==> src/rtl/ctrl_pkg.sv <==
// Shared types and encodings for the multicycle MIPS control unit.
// Provides: state_t and alu_op_t enums, opcode/funct codes, datapath mux
// encodings, exception cause codes, EXC_VECTOR, the ctrl_t control word
// and small funct-decode helpers.
// CTRL_EXC_EN adds the EXC state to state_t.
package ctrl_pkg;

    localparam int unsigned STATE_W = 5;

    typedef enum logic [STATE_W-1:0] {
        S_FETCH,
        S_DECODE,
        S_R_EXEC,
        S_R_WB,
        S_I_EXEC,
        S_I_WB,
        S_MEM_ADDR,
        S_MEM_READ,
        S_MEM_WB,
        S_MEM_WRITE,
        S_LUI,
        S_JUMP,
        S_JAL,
        S_JR,
        S_BR_ADDR,
        S_BR_CMP,
        S_HALT
`ifdef CTRL_EXC_EN
        ,
        S_EXC
`endif
    } state_t;

    typedef enum logic [2:0] {
        ALU_LOAD = 3'd0,
        ALU_ADD  = 3'd1,
        ALU_SUB  = 3'd2,
        ALU_AND  = 3'd3,
        ALU_INC  = 3'd4,
        ALU_NEG  = 3'd5,
        ALU_XOR  = 3'd6,
        ALU_COMP = 3'd7
    } alu_op_t;

    // Opcodes (IR[31:26])
    localparam logic [5:0] OP_RTYPE = 6'h00;
    localparam logic [5:0] OP_J     = 6'h02;
    localparam logic [5:0] OP_JAL   = 6'h03;
    localparam logic [5:0] OP_BEQ   = 6'h04;
    localparam logic [5:0] OP_BNE   = 6'h05;
    localparam logic [5:0] OP_ADDI  = 6'h08;
    localparam logic [5:0] OP_LUI   = 6'h0F;
    localparam logic [5:0] OP_LW    = 6'h23;
    localparam logic [5:0] OP_SW    = 6'h2B;

    // Functs (IR[5:0]) for opcode 0
    localparam logic [5:0] FN_NOP   = 6'h00;
    localparam logic [5:0] FN_JR    = 6'h08;
    localparam logic [5:0] FN_BREAK = 6'h0D;
    localparam logic [5:0] FN_ADD   = 6'h20;
    localparam logic [5:0] FN_SUB   = 6'h22;
    localparam logic [5:0] FN_AND   = 6'h24;
    localparam logic [5:0] FN_XOR   = 6'h26;

    localparam logic [1:0] REGDST_RT = 2'd0;
    localparam logic [1:0] REGDST_RD = 2'd1;
    localparam logic [1:0] REGDST_RA = 2'd2;

    localparam logic [1:0] SRCB_B      = 2'd0;
    localparam logic [1:0] SRCB_FOUR   = 2'd1;
    localparam logic [1:0] SRCB_IMM    = 2'd2;
    localparam logic [1:0] SRCB_IMM_SH = 2'd3;

    localparam logic [1:0] M2R_ALUOUT = 2'd0;
    localparam logic [1:0] M2R_MDR    = 2'd1;
    localparam logic [1:0] M2R_LUI    = 2'd2;
    localparam logic [1:0] M2R_PC     = 2'd3;

    localparam logic [2:0] PCSRC_ALU    = 3'd0;
    localparam logic [2:0] PCSRC_ALUOUT = 3'd1;
    localparam logic [2:0] PCSRC_JUMP   = 3'd2;
    localparam logic [2:0] PCSRC_A      = 3'd3;
    localparam logic [2:0] PCSRC_EXC    = 3'd4;

    localparam logic [1:0] CAUSE_NONE    = 2'd0;
    localparam logic [1:0] CAUSE_ILLEGAL = 2'd1;
    localparam logic [1:0] CAUSE_OVF     = 2'd2;

    localparam logic [31:0] EXC_VECTOR = 32'h0000_0080;

    // One cycle's worth of datapath control
    typedef struct packed {
        logic       pc_write;
        logic       iord;
        logic       mem_wr;
        logic       ir_write;
        logic       alu_src_a;
        logic       reg_write;
        logic       a_write;
        logic       b_write;
        logic       alu_out_write;
        logic       mdr_write;
        logic [1:0] reg_dst;
        logic [1:0] alu_src_b;
        logic [1:0] mem_to_reg;
        logic [2:0] pc_source;
        alu_op_t    alu_op;
        logic       halted;
        logic       epc_write;
        logic [1:0] cause;
    } ctrl_t;

    function automatic logic is_rtype_alu(input logic [5:0] f);
        return (f == FN_ADD) || (f == FN_SUB) || (f == FN_AND) || (f == FN_XOR);
    endfunction

    function automatic alu_op_t funct_alu_op(input logic [5:0] f);
        case (f)
            FN_SUB:  return ALU_SUB;
            FN_AND:  return ALU_AND;
            FN_XOR:  return ALU_XOR;
            default: return ALU_ADD;
        endcase
    endfunction

endpackage

==> src/rtl/multicycle_ctrl_unit_wait_counter.sv <==
// wait_counter: counts cycles spent in a multi-cycle state.
// Ports: clock, reset (async, active-high), enable (count permitted),
//        clear (synchronous zero, wins over counting), done (count == MAX_COUNT).
// Width is $clog2(MAX_COUNT+1), at least 1; the count saturates at MAX_COUNT.
module wait_counter #(
    parameter int unsigned MAX_COUNT = 2
) (
    input  logic clock,
    input  logic reset,
    input  logic enable,
    input  logic clear,
    output logic done
);
    localparam int unsigned CNT_W = (MAX_COUNT > 0) ? $clog2(MAX_COUNT + 1) : 1;

    logic [CNT_W-1:0] count_q;

    assign done = (count_q == CNT_W'(MAX_COUNT));

    // Saturating counter, cleared whenever the owning FSM changes state
    always_ff @(posedge clock or posedge reset) begin
        if (reset) begin
            count_q <= '0;
        end else if (enable) begin
            if (clear) begin
                count_q <= '0;
            end else if (!done) begin
                count_q <= count_q + CNT_W'(1);
            end
        end
    end

endmodule

==> src/rtl/multicycle_ctrl_unit.sv <==
// multicycle_ctrl_unit: Moore-style FSM sequencing fetch/decode/execute/
// memory/write-back for the shared single-memory MIPS datapath.
// Inputs : clock, reset (async, active-high), opcode, funct (from IR),
//          zero, overflow (same-cycle ALU flags).
// Outputs: datapath enables and mux selects, alu_op, state_out, halted,
//          epc_write, cause.
// MEM_WAIT: extra cycles per memory access (0..15).
// Define CTRL_EXC_EN to enable the EXC state (overflow / illegal traps).
module multicycle_ctrl_unit #(
    parameter int unsigned MEM_WAIT = 2
) (
    input  logic       clock,
    input  logic       reset,
    input  logic [5:0] opcode,
    input  logic [5:0] funct,
    input  logic       zero,
    input  logic       overflow,
    output logic       pc_write,
    output logic       iord,
    output logic       mem_wr,
    output logic       ir_write,
    output logic       alu_src_a,
    output logic       reg_write,
    output logic       a_write,
    output logic       b_write,
    output logic       alu_out_write,
    output logic       mdr_write,
    output logic [1:0] reg_dst,
    output logic [1:0] alu_src_b,
    output logic [1:0] mem_to_reg,
    output logic [2:0] pc_source,
    output logic [2:0] alu_op,
    output logic [5:0] state_out,
    output logic       halted,
    output logic       epc_write,
    output logic [1:0] cause
);
    import ctrl_pkg::*;

    state_t state_q, state_d;
    logic   run_q;
    logic   wait_done;
    logic   wait_clear;
    logic   quiet;
    ctrl_t  ctrl;
    ctrl_t  ctrl_out;

`ifdef CTRL_EXC_EN
    logic [1:0] cause_q, cause_d;
`else
    logic unused_overflow;
    assign unused_overflow = overflow;
`endif

    // Shared wait counter for FETCH / MEM_READ / MEM_WRITE
    wait_counter #(
        .MAX_COUNT(MEM_WAIT)
    ) u_wait (
        .clock (clock),
        .reset (reset),
        .enable(run_q),
        .clear (wait_clear),
        .done  (wait_done)
    );

    assign wait_clear = (state_d != state_q);

    // State register; run_q holds the FSM idle until the first edge after reset
    always_ff @(posedge clock or posedge reset) begin
        if (reset) begin
            state_q <= S_FETCH;
            run_q   <= 1'b0;
`ifdef CTRL_EXC_EN
            cause_q <= CAUSE_NONE;
`endif
        end else begin
            run_q <= 1'b1;
            if (run_q) begin
                state_q <= state_d;
`ifdef CTRL_EXC_EN
                cause_q <= cause_d;
`endif
            end
        end
    end

    // Next-state and control decode
    always_comb begin
        state_d = state_q;
        ctrl    = '0;
`ifdef CTRL_EXC_EN
        cause_d = cause_q;
`endif
        case (state_q)
            S_FETCH: begin
                ctrl.iord      = 1'b0;
                ctrl.ir_write  = 1'b1;
                ctrl.mdr_write = 1'b1;
                if (wait_done) state_d = S_DECODE;
            end
            S_DECODE: begin
                ctrl.pc_write  = 1'b1;
                ctrl.pc_source = PCSRC_ALU;
                ctrl.alu_src_a = 1'b0;
                ctrl.alu_src_b = SRCB_FOUR;
                ctrl.alu_op    = ALU_ADD;
                ctrl.a_write   = 1'b1;
                ctrl.b_write   = 1'b1;
                state_d        = S_FETCH;
                case (opcode)
                    OP_RTYPE: begin
                        if (is_rtype_alu(funct)) begin
                            state_d = S_R_EXEC;
                        end else if (funct == FN_JR) begin
                            state_d = S_JR;
                        end else if (funct == FN_BREAK) begin
                            state_d = S_HALT;
                        end else if (funct != FN_NOP) begin
`ifdef CTRL_EXC_EN
                            state_d = S_EXC;
                            cause_d = CAUSE_ILLEGAL;
`else
                            state_d = S_FETCH;
`endif
                        end
                    end
                    OP_ADDI:      state_d = S_I_EXEC;
                    OP_LW, OP_SW: state_d = S_MEM_ADDR;
                    OP_LUI:       state_d = S_LUI;
                    OP_BEQ, OP_BNE: state_d = S_BR_ADDR;
                    OP_J:         state_d = S_JUMP;
                    OP_JAL:       state_d = S_JAL;
                    default: begin
`ifdef CTRL_EXC_EN
                        state_d = S_EXC;
                        cause_d = CAUSE_ILLEGAL;
`else
                        state_d = S_FETCH;
`endif
                    end
                endcase
            end
            S_R_EXEC: begin
                ctrl.alu_src_a     = 1'b1;
                ctrl.alu_src_b     = SRCB_B;
                ctrl.alu_op        = funct_alu_op(funct);
                ctrl.alu_out_write = 1'b1;
                state_d            = S_R_WB;
`ifdef CTRL_EXC_EN
                // Only signed add/sub trap; and/xor cannot overflow
                if (overflow && ((funct == FN_ADD) || (funct == FN_SUB))) begin
                    state_d = S_EXC;
                    cause_d = CAUSE_OVF;
                end
`endif
            end
            S_R_WB: begin
                ctrl.reg_write  = 1'b1;
                ctrl.reg_dst    = REGDST_RD;
                ctrl.mem_to_reg = M2R_ALUOUT;
                state_d         = S_FETCH;
            end
            S_I_EXEC: begin
                ctrl.alu_src_a     = 1'b1;
                ctrl.alu_src_b     = SRCB_IMM;
                ctrl.alu_op        = ALU_ADD;
                ctrl.alu_out_write = 1'b1;
                state_d            = S_I_WB;
`ifdef CTRL_EXC_EN
                if (overflow) begin
                    state_d = S_EXC;
                    cause_d = CAUSE_OVF;
                end
`endif
            end
            S_I_WB: begin
                ctrl.reg_write  = 1'b1;
                ctrl.reg_dst    = REGDST_RT;
                ctrl.mem_to_reg = M2R_ALUOUT;
                state_d         = S_FETCH;
            end
            S_MEM_ADDR: begin
                ctrl.alu_src_a     = 1'b1;
                ctrl.alu_src_b     = SRCB_IMM;
                ctrl.alu_op        = ALU_ADD;
                ctrl.alu_out_write = 1'b1;
                state_d            = (opcode == OP_LW) ? S_MEM_READ : S_MEM_WRITE;
            end
            S_MEM_READ: begin
                ctrl.iord      = 1'b1;
                ctrl.mdr_write = 1'b1;
                if (wait_done) state_d = S_MEM_WB;
            end
            S_MEM_WB: begin
                ctrl.reg_write  = 1'b1;
                ctrl.reg_dst    = REGDST_RT;
                ctrl.mem_to_reg = M2R_MDR;
                state_d         = S_FETCH;
            end
            S_MEM_WRITE: begin
                ctrl.iord   = 1'b1;
                ctrl.mem_wr = 1'b1;
                if (wait_done) state_d = S_FETCH;
            end
            S_LUI: begin
                ctrl.reg_write  = 1'b1;
                ctrl.reg_dst    = REGDST_RT;
                ctrl.mem_to_reg = M2R_LUI;
                state_d         = S_FETCH;
            end
            S_JUMP: begin
                ctrl.pc_write  = 1'b1;
                ctrl.pc_source = PCSRC_JUMP;
                state_d        = S_FETCH;
            end
            S_JAL: begin
                // PC already holds PC+4 from DECODE, so it is the link value
                ctrl.reg_write  = 1'b1;
                ctrl.reg_dst    = REGDST_RA;
                ctrl.mem_to_reg = M2R_PC;
                ctrl.pc_write   = 1'b1;
                ctrl.pc_source  = PCSRC_JUMP;
                state_d         = S_FETCH;
            end
            S_JR: begin
                ctrl.pc_write  = 1'b1;
                ctrl.pc_source = PCSRC_A;
                state_d        = S_FETCH;
            end
            S_BR_ADDR: begin
                ctrl.alu_src_a     = 1'b0;
                ctrl.alu_src_b     = SRCB_IMM_SH;
                ctrl.alu_op        = ALU_ADD;
                ctrl.alu_out_write = 1'b1;
                state_d            = S_BR_CMP;
            end
            S_BR_CMP: begin
                // opcode[0] distinguishes bne (taken on !zero) from beq
                ctrl.alu_src_a = 1'b1;
                ctrl.alu_src_b = SRCB_B;
                ctrl.alu_op    = ALU_SUB;
                ctrl.pc_source = PCSRC_ALUOUT;
                ctrl.pc_write  = zero ^ opcode[0];
                state_d        = S_FETCH;
            end
            S_HALT: begin
                ctrl.halted = 1'b1;
            end
`ifdef CTRL_EXC_EN
            S_EXC: begin
                ctrl.epc_write = 1'b1;
                ctrl.pc_write  = 1'b1;
                ctrl.pc_source = PCSRC_EXC;
                ctrl.cause     = cause_q;
                state_d        = S_FETCH;
                cause_d        = CAUSE_NONE;
            end
`endif
            default: begin
                state_d = S_FETCH;
            end
        endcase
    end

    // Everything reads zero while reset is held and until the FSM starts
    assign quiet    = reset || !run_q;
    assign ctrl_out = quiet ? ctrl_t'('0) : ctrl;

    assign pc_write      = ctrl_out.pc_write;
    assign iord          = ctrl_out.iord;
    assign mem_wr        = ctrl_out.mem_wr;
    assign ir_write      = ctrl_out.ir_write;
    assign alu_src_a     = ctrl_out.alu_src_a;
    assign reg_write     = ctrl_out.reg_write;
    assign a_write       = ctrl_out.a_write;
    assign b_write       = ctrl_out.b_write;
    assign alu_out_write = ctrl_out.alu_out_write;
    assign mdr_write     = ctrl_out.mdr_write;
    assign reg_dst       = ctrl_out.reg_dst;
    assign alu_src_b     = ctrl_out.alu_src_b;
    assign mem_to_reg    = ctrl_out.mem_to_reg;
    assign pc_source     = ctrl_out.pc_source;
    assign alu_op        = ctrl_out.alu_op;
    assign halted        = ctrl_out.halted;
    assign epc_write     = ctrl_out.epc_write;
    assign cause         = ctrl_out.cause;
    assign state_out     = quiet ? 6'd0 : 6'(state_q);

endmodule

==> config.mk <==
export PLATFORM = sky130hd
export DESIGN_NAME = multicycle_ctrl_unit
export DESIGN_NICKNAME = d
export VERILOG_FILES = /design/src/rtl/ctrl_pkg.sv /design/src/rtl/multicycle_ctrl_unit_wait_counter.sv /design/src/rtl/multicycle_ctrl_unit.sv
export SDC_FILE = /design/constraint.sdc
export NUM_CORES = 1
export LEC_CHECK = 0
export BUFFER_PORTS_ARGS = -buffer_cell sky130_fd_sc_hd__buf_4
export CAP_MARGIN = 20
export CORE_ASPECT_RATIO = 0.75
export CORE_MARGIN = 2
export CORE_UTILIZATION = 46
export DETAILED_ROUTE_END_ITERATION = 8
export PLACE_DENSITY = 0.87
export SLEW_MARGIN = 20
export SYNTH_ARGS = -nofsm -noshare
export SYNTH_HDL_FRONTEND = slang
export SYNTH_SLANG_ARGS = --single-unit
==> constraint.sdc <==
create_clock -name clock -period 5.34 [get_ports clock]
set_input_delay 0.534 -clock clock [delete_from_list [all_inputs] [get_ports clock]]
set_output_delay 0.534 -clock clock [all_outputs]
set_load 0.005 [all_outputs]
==> flow_summary.toml, run 1 <==
[sta]
fmax_ghz = 0.368
min_period_ps = 2720
setup_viol = 0
whs_ps = 308
skew_ps = 1.19
period_share = 0.509
worst_slew_pin_slew_ps = 781
setup_tns_ps = 0
hold_viol = 0
maxSlewViolCount = 0
slew_headroom = 0.479
setup_slack_ps = 2620
rsz0062_at_grt = "false"

[run]
max_cap_viol_count = 0

[die]
coreArea_mm2 = 0.00266
row_count = 16
die_area_mm2 = 0.00331
ioPinCount = 48
start_util = 0.494
die_y_um = 50.3
die_w_um = 65.7

[setup_path]
cpPeakStageDelay_ps = 840
startpoint_type = "flop"
critPathKind = "flop to primary output"
cpLargestDelayFamily = "flip-flops"
cp.required_ps = 4810
arrival_ps = 2180
crit_buf_inv = 1
cp_slowest_cell = "dfrtp_1"
cp_common_cell = "nor2_1"
worstPathCellList = "nor2_1 > or2_2 > o21ai_0 > and2_1 > nor2_1 > a21oi_1 > buf_4"
critPathCaptureType = "primary output"
crit_fanout = 28

[logic_synthesis]
synthCells = 193
yosys-top-cells-count = "25 x nor2_1, 16 x nand2_1, 10 x o21ai_0"
avgSynthCellArea_um2 = 6.81
synth_top_cell_by_area = "dfrtp_1"
synth_top_area_share = 0.152
yosysMostFrequentCell = "nor2_1"
synth_edf_count = 0
synth.distinct_cells = 60
synth_top_flop_cell = "dfrtp_1"
synth_area_mm2 = 0.00132
synth.area.top_cells = "dfrtp_1 15%, nor2_1 7.1%, nand2_1 4.6%"
synth-seq-cells = 8
yosysWarnings = 0
async_flop_share = 1.00
seq_area_frac_synth = 0.152

[clock_network]
cts_inserted_buffers = 3
cts_tree = "done"
cts-htree-levels = 1
clock-sinks = 8
cts_resized = 0
clk_pin_slew_ps = 40
cts_root_buf = "clkbuf_8"
post_cts_buffers = 0
clk_path_buf_depth = 2
clk_latency_ps = 220
cts-hold-fix-buffers = 0

[min_path]
min_path_type = "input pin to asynchronous set/reset pin"

[power_and_ir_drop]
vdd_ir_drop_max_mv = 0.299
p_per_area_mw_per_mm2 = 203
leakagePower_nw = 0.713

[finish]
drive_gt1_frac = 0.258
area_delta_synth_final_pct = 21.3
fillers = 280
diodes = 0
num-nets-final = 236

[global_route]
grt_pass1_wl_um = 5580
busiest_layer = "met2"
grt_util_met3 = 0.0448
track_usage = 0.210
antenna_found_initial = 0
met1_usage = 0.313
first_global_vias = 1229
grt_start_max_net_pins = 29
grt_use_met2 = 0.325
gr-total-overflow = 0

[drt]
wl_per_cell_um = 13.5
wirelength_um = 3420
via_per_inst = 5.87
drt-initial-drc-count = 144
num_vias = 1484
drt-pass1-iter-count = 4
drc = 0
ant_nets = 0

[placement]
pre_cts_slack_ps = 2680
place.gp.congestion = 0.853
dp_hpwl_um = 2590
io_buffers = 41

[status]
status = "complete, no violations"
[final timing paths]
path                       cells after the start           endpoint  slack, ps               from
setup / recovery                               7          alu_op[1]       2620         state_q[1]
hold / removal                                 2         state_q[0]        310              reset
setup reg to reg                               7  u_wait.count_q[0]       2670         state_q[0]
hold reg to reg                                1  u_wait.count_q[1]        510  u_wait.count_q[1]
max in group asynchronous                      2  u_wait.count_q[0]       4760              reset
min in group clock                             1  u_wait.count_q[1]        510  u_wait.count_q[1]
[logic make-up (layout without fill, tap and decap cells)]
kind of cell	count (synthesis)	after routing	share of synthesized area
AOI/OAI and AO/OA	50	50	0.278
xor gates and xnor gates	2	2	0.0133
adders and majority gates	1	1	0.00951
buffers and inverters	32	52	0.121
DFF	8	8	0.152
muxes	2	2	0.0200
other	2	6	0.00571
and+or+nand+nor	96	96	0.401
[power by group]
group	internal (mW)	total, mW	switching, mW
clock	0.0487	0.0706	0.0219
combinational	0.0761	0.154	0.0781
sequential	0.0710	0.0998	0.0288
total	0.196	0.325	0.129
[worst reg2reg max path, stage by stage (launching register included)]
cell and delay, ps:
dfrtp_1 710, nor2b_1 290, nand2_1 200, a311o_1 460, o21ai_0 300, nor3b_1 120
a31o_1 240, mux2_4 250
[sequential cells by signal (all words and copies together) (netlist names)]
signal / flops
state_q: 5
u_wait.count_q: 2
run_q: 1
[cells in the final DEF (no fill, tap or decap), drive strengths merged, types with 2 or more instances in the layout]
cell / netlist / final
mux2: 2 / 2
o21ai: 10 / 10
a211oi: 2 / 2
o22a: 3 / 3
xnor2: 2 / 2
clkbuf: 9 / 3
conb: 2 / 6
nor4b: 2 / 2
nor4: 6 / 6
a22o: 3 / 3
dfrtp: 8 / 8
nand3: 5 / 5
a21oi: 9 / 9
nor2: 25 / 25
nand2: 16 / 16
a21o: 2 / 2
o211ai: 2 / 2
or3b: 4 / 4
nand4: 3 / 3
buf: 15 / 41
nand2b: 3 / 3
inv: 7 / 7
nor3: 6 / 6
nor3b: 2 / 2
and3b: 2 / 2
and3: 5 / 5
and4b: 3 / 3
nor2b: 7 / 7
or3: 2 / 2
a31oi: 2 / 2
a2bb2oi: 2 / 2
[metrics by stage]
step / utilization / cell area (µm²) / power (mW) / cells
2_1_floorplan: - / 1330 / 0.215 / 197
3_3_place_gp: 0.584 / 1550 / 0.247 / 250
3_5_place_dp: 0.584 / 1550 / 0.252 / 250
4_1_cts: 0.599 / 1600 / 0.325 / 253
5_1_grt: 0.599 / 1600 / 0.354 / 253
6_report: 0.599 / 1600 / 0.325 / 253
[routing by layer]
layer	part of all wire	wire, µm
met3	0.065	223
met1	0.49	1670
met5	0	0
met2	0.45	1520
met4	0	0
[area by class of cell]
type	count	area, µm²	area share
inverter	8	30.0	0.0188
sequential	8	200	0.125
multi-input combinational	157	971	0.609
clock buffer	3	41.3	0.0259
tap	36	45.0	0.0282
timing repair buffer	41	308	0.193
(Power assumes the default switching activity.)
==> inputs of run 2 (changes only) <==
--- a/config.mk
+++ b/config.mk
@@ -9,9 +9,9 @@
 export CAP_MARGIN = 20
 export CORE_ASPECT_RATIO = 0.75
 export CORE_MARGIN = 2
-export CORE_UTILIZATION = 46
+export CORE_UTILIZATION = 45
 export DETAILED_ROUTE_END_ITERATION = 8
-export PLACE_DENSITY = 0.87
+export PLACE_DENSITY = 0.89
 export SLEW_MARGIN = 20
 export SYNTH_ARGS = -nofsm -noshare
 export SYNTH_HDL_FRONTEND = slang
==> constraint.sdc (replaced) <==
create_clock -name clock -period 2.5 [get_ports clock]
set_input_delay 0.25 -clock clock [delete_from_list [all_inputs] [get_ports clock]]
set_output_delay 0.25 -clock clock [all_outputs]
set_load 0.005 [all_outputs]
==> run 2 against run 1 <==
  * Global-route usage grew 1.6 points
  * Sequential power is 80% higher
  * Die area is 2.1% higher
  * Critical path depth increased by 1
  * Sequential share of layout area decreased by 0.76 points
  * Clock power rose by 110%
  * Worst setup slack got worse by 2400 ps
  * Core utilization increased by 2.9 points
  * Non-clock buffer count is 13 higher
  * Largest power group unchanged
  * Highest routed layer is now met4
==> flow_summary.toml, run 2 (synthesis gave the netlist of run 1 again) <==
[finish]
reg_top3 = "state_q (5), u_wait.count_q (2), run_q (1)"
drive_gt1_frac = 0.304
area_delta_synth_final_pct = 29.1
seqCellArea_um2 = 200
layout_commonest_cell = "buf_4"
final_cell_mix = "54 x buf_4, 25 x nor2_1, 16 x nand2_1"
num-nets-final = 249
diodes = 0
largest_reg_flops = 5
multi_input_area_um2 = 976
max_flop_register = "state_q"
fillers = 272

[power_and_ir_drop]
p_per_area_mw_per_mm2 = 438
p_switching_uw = 289
p_int_uw = 455
switching_share = 0.388
p_comb_frac = 0.556
power.total_uw = 744
leakagePower_nw = 0.780
vdd_ir_drop_max_mv = 0.565
seqPwrFrac = 0.242
p_clk_frac = 0.202

[sta]
rsz0062_at_grt = "false"
min_period_ps = 2300
setup_tns_ps = 0
period_share = 0.922
whs_ps = 45.7
fmax_ghz = 0.434
hold_viol = 0
maxSlewViolCount = 0
skew_ps = 2.86
setup_viol = 0

[die]
row_count = 16
die_w_um = 66.4
die_area_mm2 = 0.00338
ioPinCount = 48
coreArea_mm2 = 0.00270
start_util = 0.487
die_y_um = 50.8

[drt]
drc = 0
drt-initial-drc-count = 146
ant_nets = 0
wirelength_um = 3650
drt-pass1-iter-count = 5
wl_per_cell_um = 13.7
via_per_inst = 5.86
num_vias = 1559

[clock_network]
clock-sinks = 8
cts_inserted_buffers = 3
clk_latency_ps = 220
cts-htree-levels = 1
clk_pin_slew_ps = 40
cts_tree = "done"
cts_root_buf = "clkbuf_8"
clk_path_buf_depth = 2

[run]
max_cap_viol_count = 0

[global_route]
grt_pass1_wl_um = 6020
track_usage = 0.226
gr-total-overflow = 0
antenna_found_initial = 0
first_global_vias = 1300
grt_start_max_net_pins = 19

[setup_path]
arrival_ps = 2050
cpPeakStageDelay_ps = 510
crit_fanout = 18
worstPathCellList = "buf_4 > nor2_1 > or2_2 > o21ai_0 > and2_1 > nor2_1 > a21oi_1 > buf_4"
startpoint_type = "flop"
r2r_start = "u_wait.count_q[0]"
rr_endpoint = "u_wait.count_q[1]"
critPathKind = "flop to primary output"
cp.required_ps = 2250
startpoint = "state_q[1]"
reg2reg_slack_ps = 210
cp_slowest_cell = "dfrtp_1"
r2r.worst_path.cells = 9
critPathCaptureType = "primary output"

[placement]
dp_hpwl_um = 2880
place.gp.congestion = 0.905
io_buffers = 41

[status]
status = "complete, no violations"

[min_path]
min_path_type = "input pin to asynchronous set/reset pin"
run 2: worst max-delay path: cells and delay by family, from the launching register on:
| family | cells | cell delay, ps |
|---|---|---|
| and+or+nand+nor | 4 | 630 |
| DFF | 1 | 510 |
| buffers and inverters | 2 | 410 |
| AOI/OAI and AO/OA | 2 | 280 |
run 2: worst max-delay path by stage:
stage	depth (start not counted)	end	slack (ps)
floorplan	10	u_wait.count_q[1]	240
global placement	8	u_wait.count_q[0]	200
detailed placement	8	u_wait.count_q[0]	160
CTS	9	u_wait.count_q[1]	130
global route	7	u_wait.count_q[0]	20
finish	8	alu_op[1]	200
run 2: power by group through the flow:
stage | clock network (mW) | registers, mW | logic (mW)
finish | 0.150 | 0.180 | 0.413
global route | 0.161 | 0.186 | 0.462
CTS | 0.153 | 0.180 | 0.408
detailed placement | 0 | 0.181 | 0.407
global placement | 0 | 0.180 | 0.394
floorplan | 0 | 0.165 | 0.294
run 2: layout make-up:
| class | count | area share |
|---|---|---|
| clock buffers | 3 | 0.0243 |
| inverters | 8 | 0.0177 |
| multi-input cells | 157 | 0.575 |
| flip-flops and latches | 8 | 0.118 |
| well taps | 36 | 0.0265 |
| repair buffers | 54 | 0.239 |
run 2: metrics by stage:
step | util | worst slack, ps | cells | instance area (µm²)
global placement | 0.611 | 204 | 263 | 1650
finish | 0.628 | 195 | 266 | 1700
global route | 0.628 | 18.1 | 266 | 1700
floorplan | - | 235 | 197 | 1330
detailed placement | 0.611 | 161 | 263 | 1650
CTS | 0.626 | 134 | 266 | 1690
run 2: routing by layer:
layer	track usage	part of all wire	vias up
met1	0.337	0.45	705
met5	0	0	-
met3	0.0396	0.095	2
met2	0.347	0.45	76
li1	-	-	776
met4	0.0340	0.0038	0
run 2: what timing repair did:
action                     4_1_cts  5_1_grt
resized for setup                0        2
setup endpoints to repair        0        2
hold buffers                     0        0
buffers inserted                 0        0
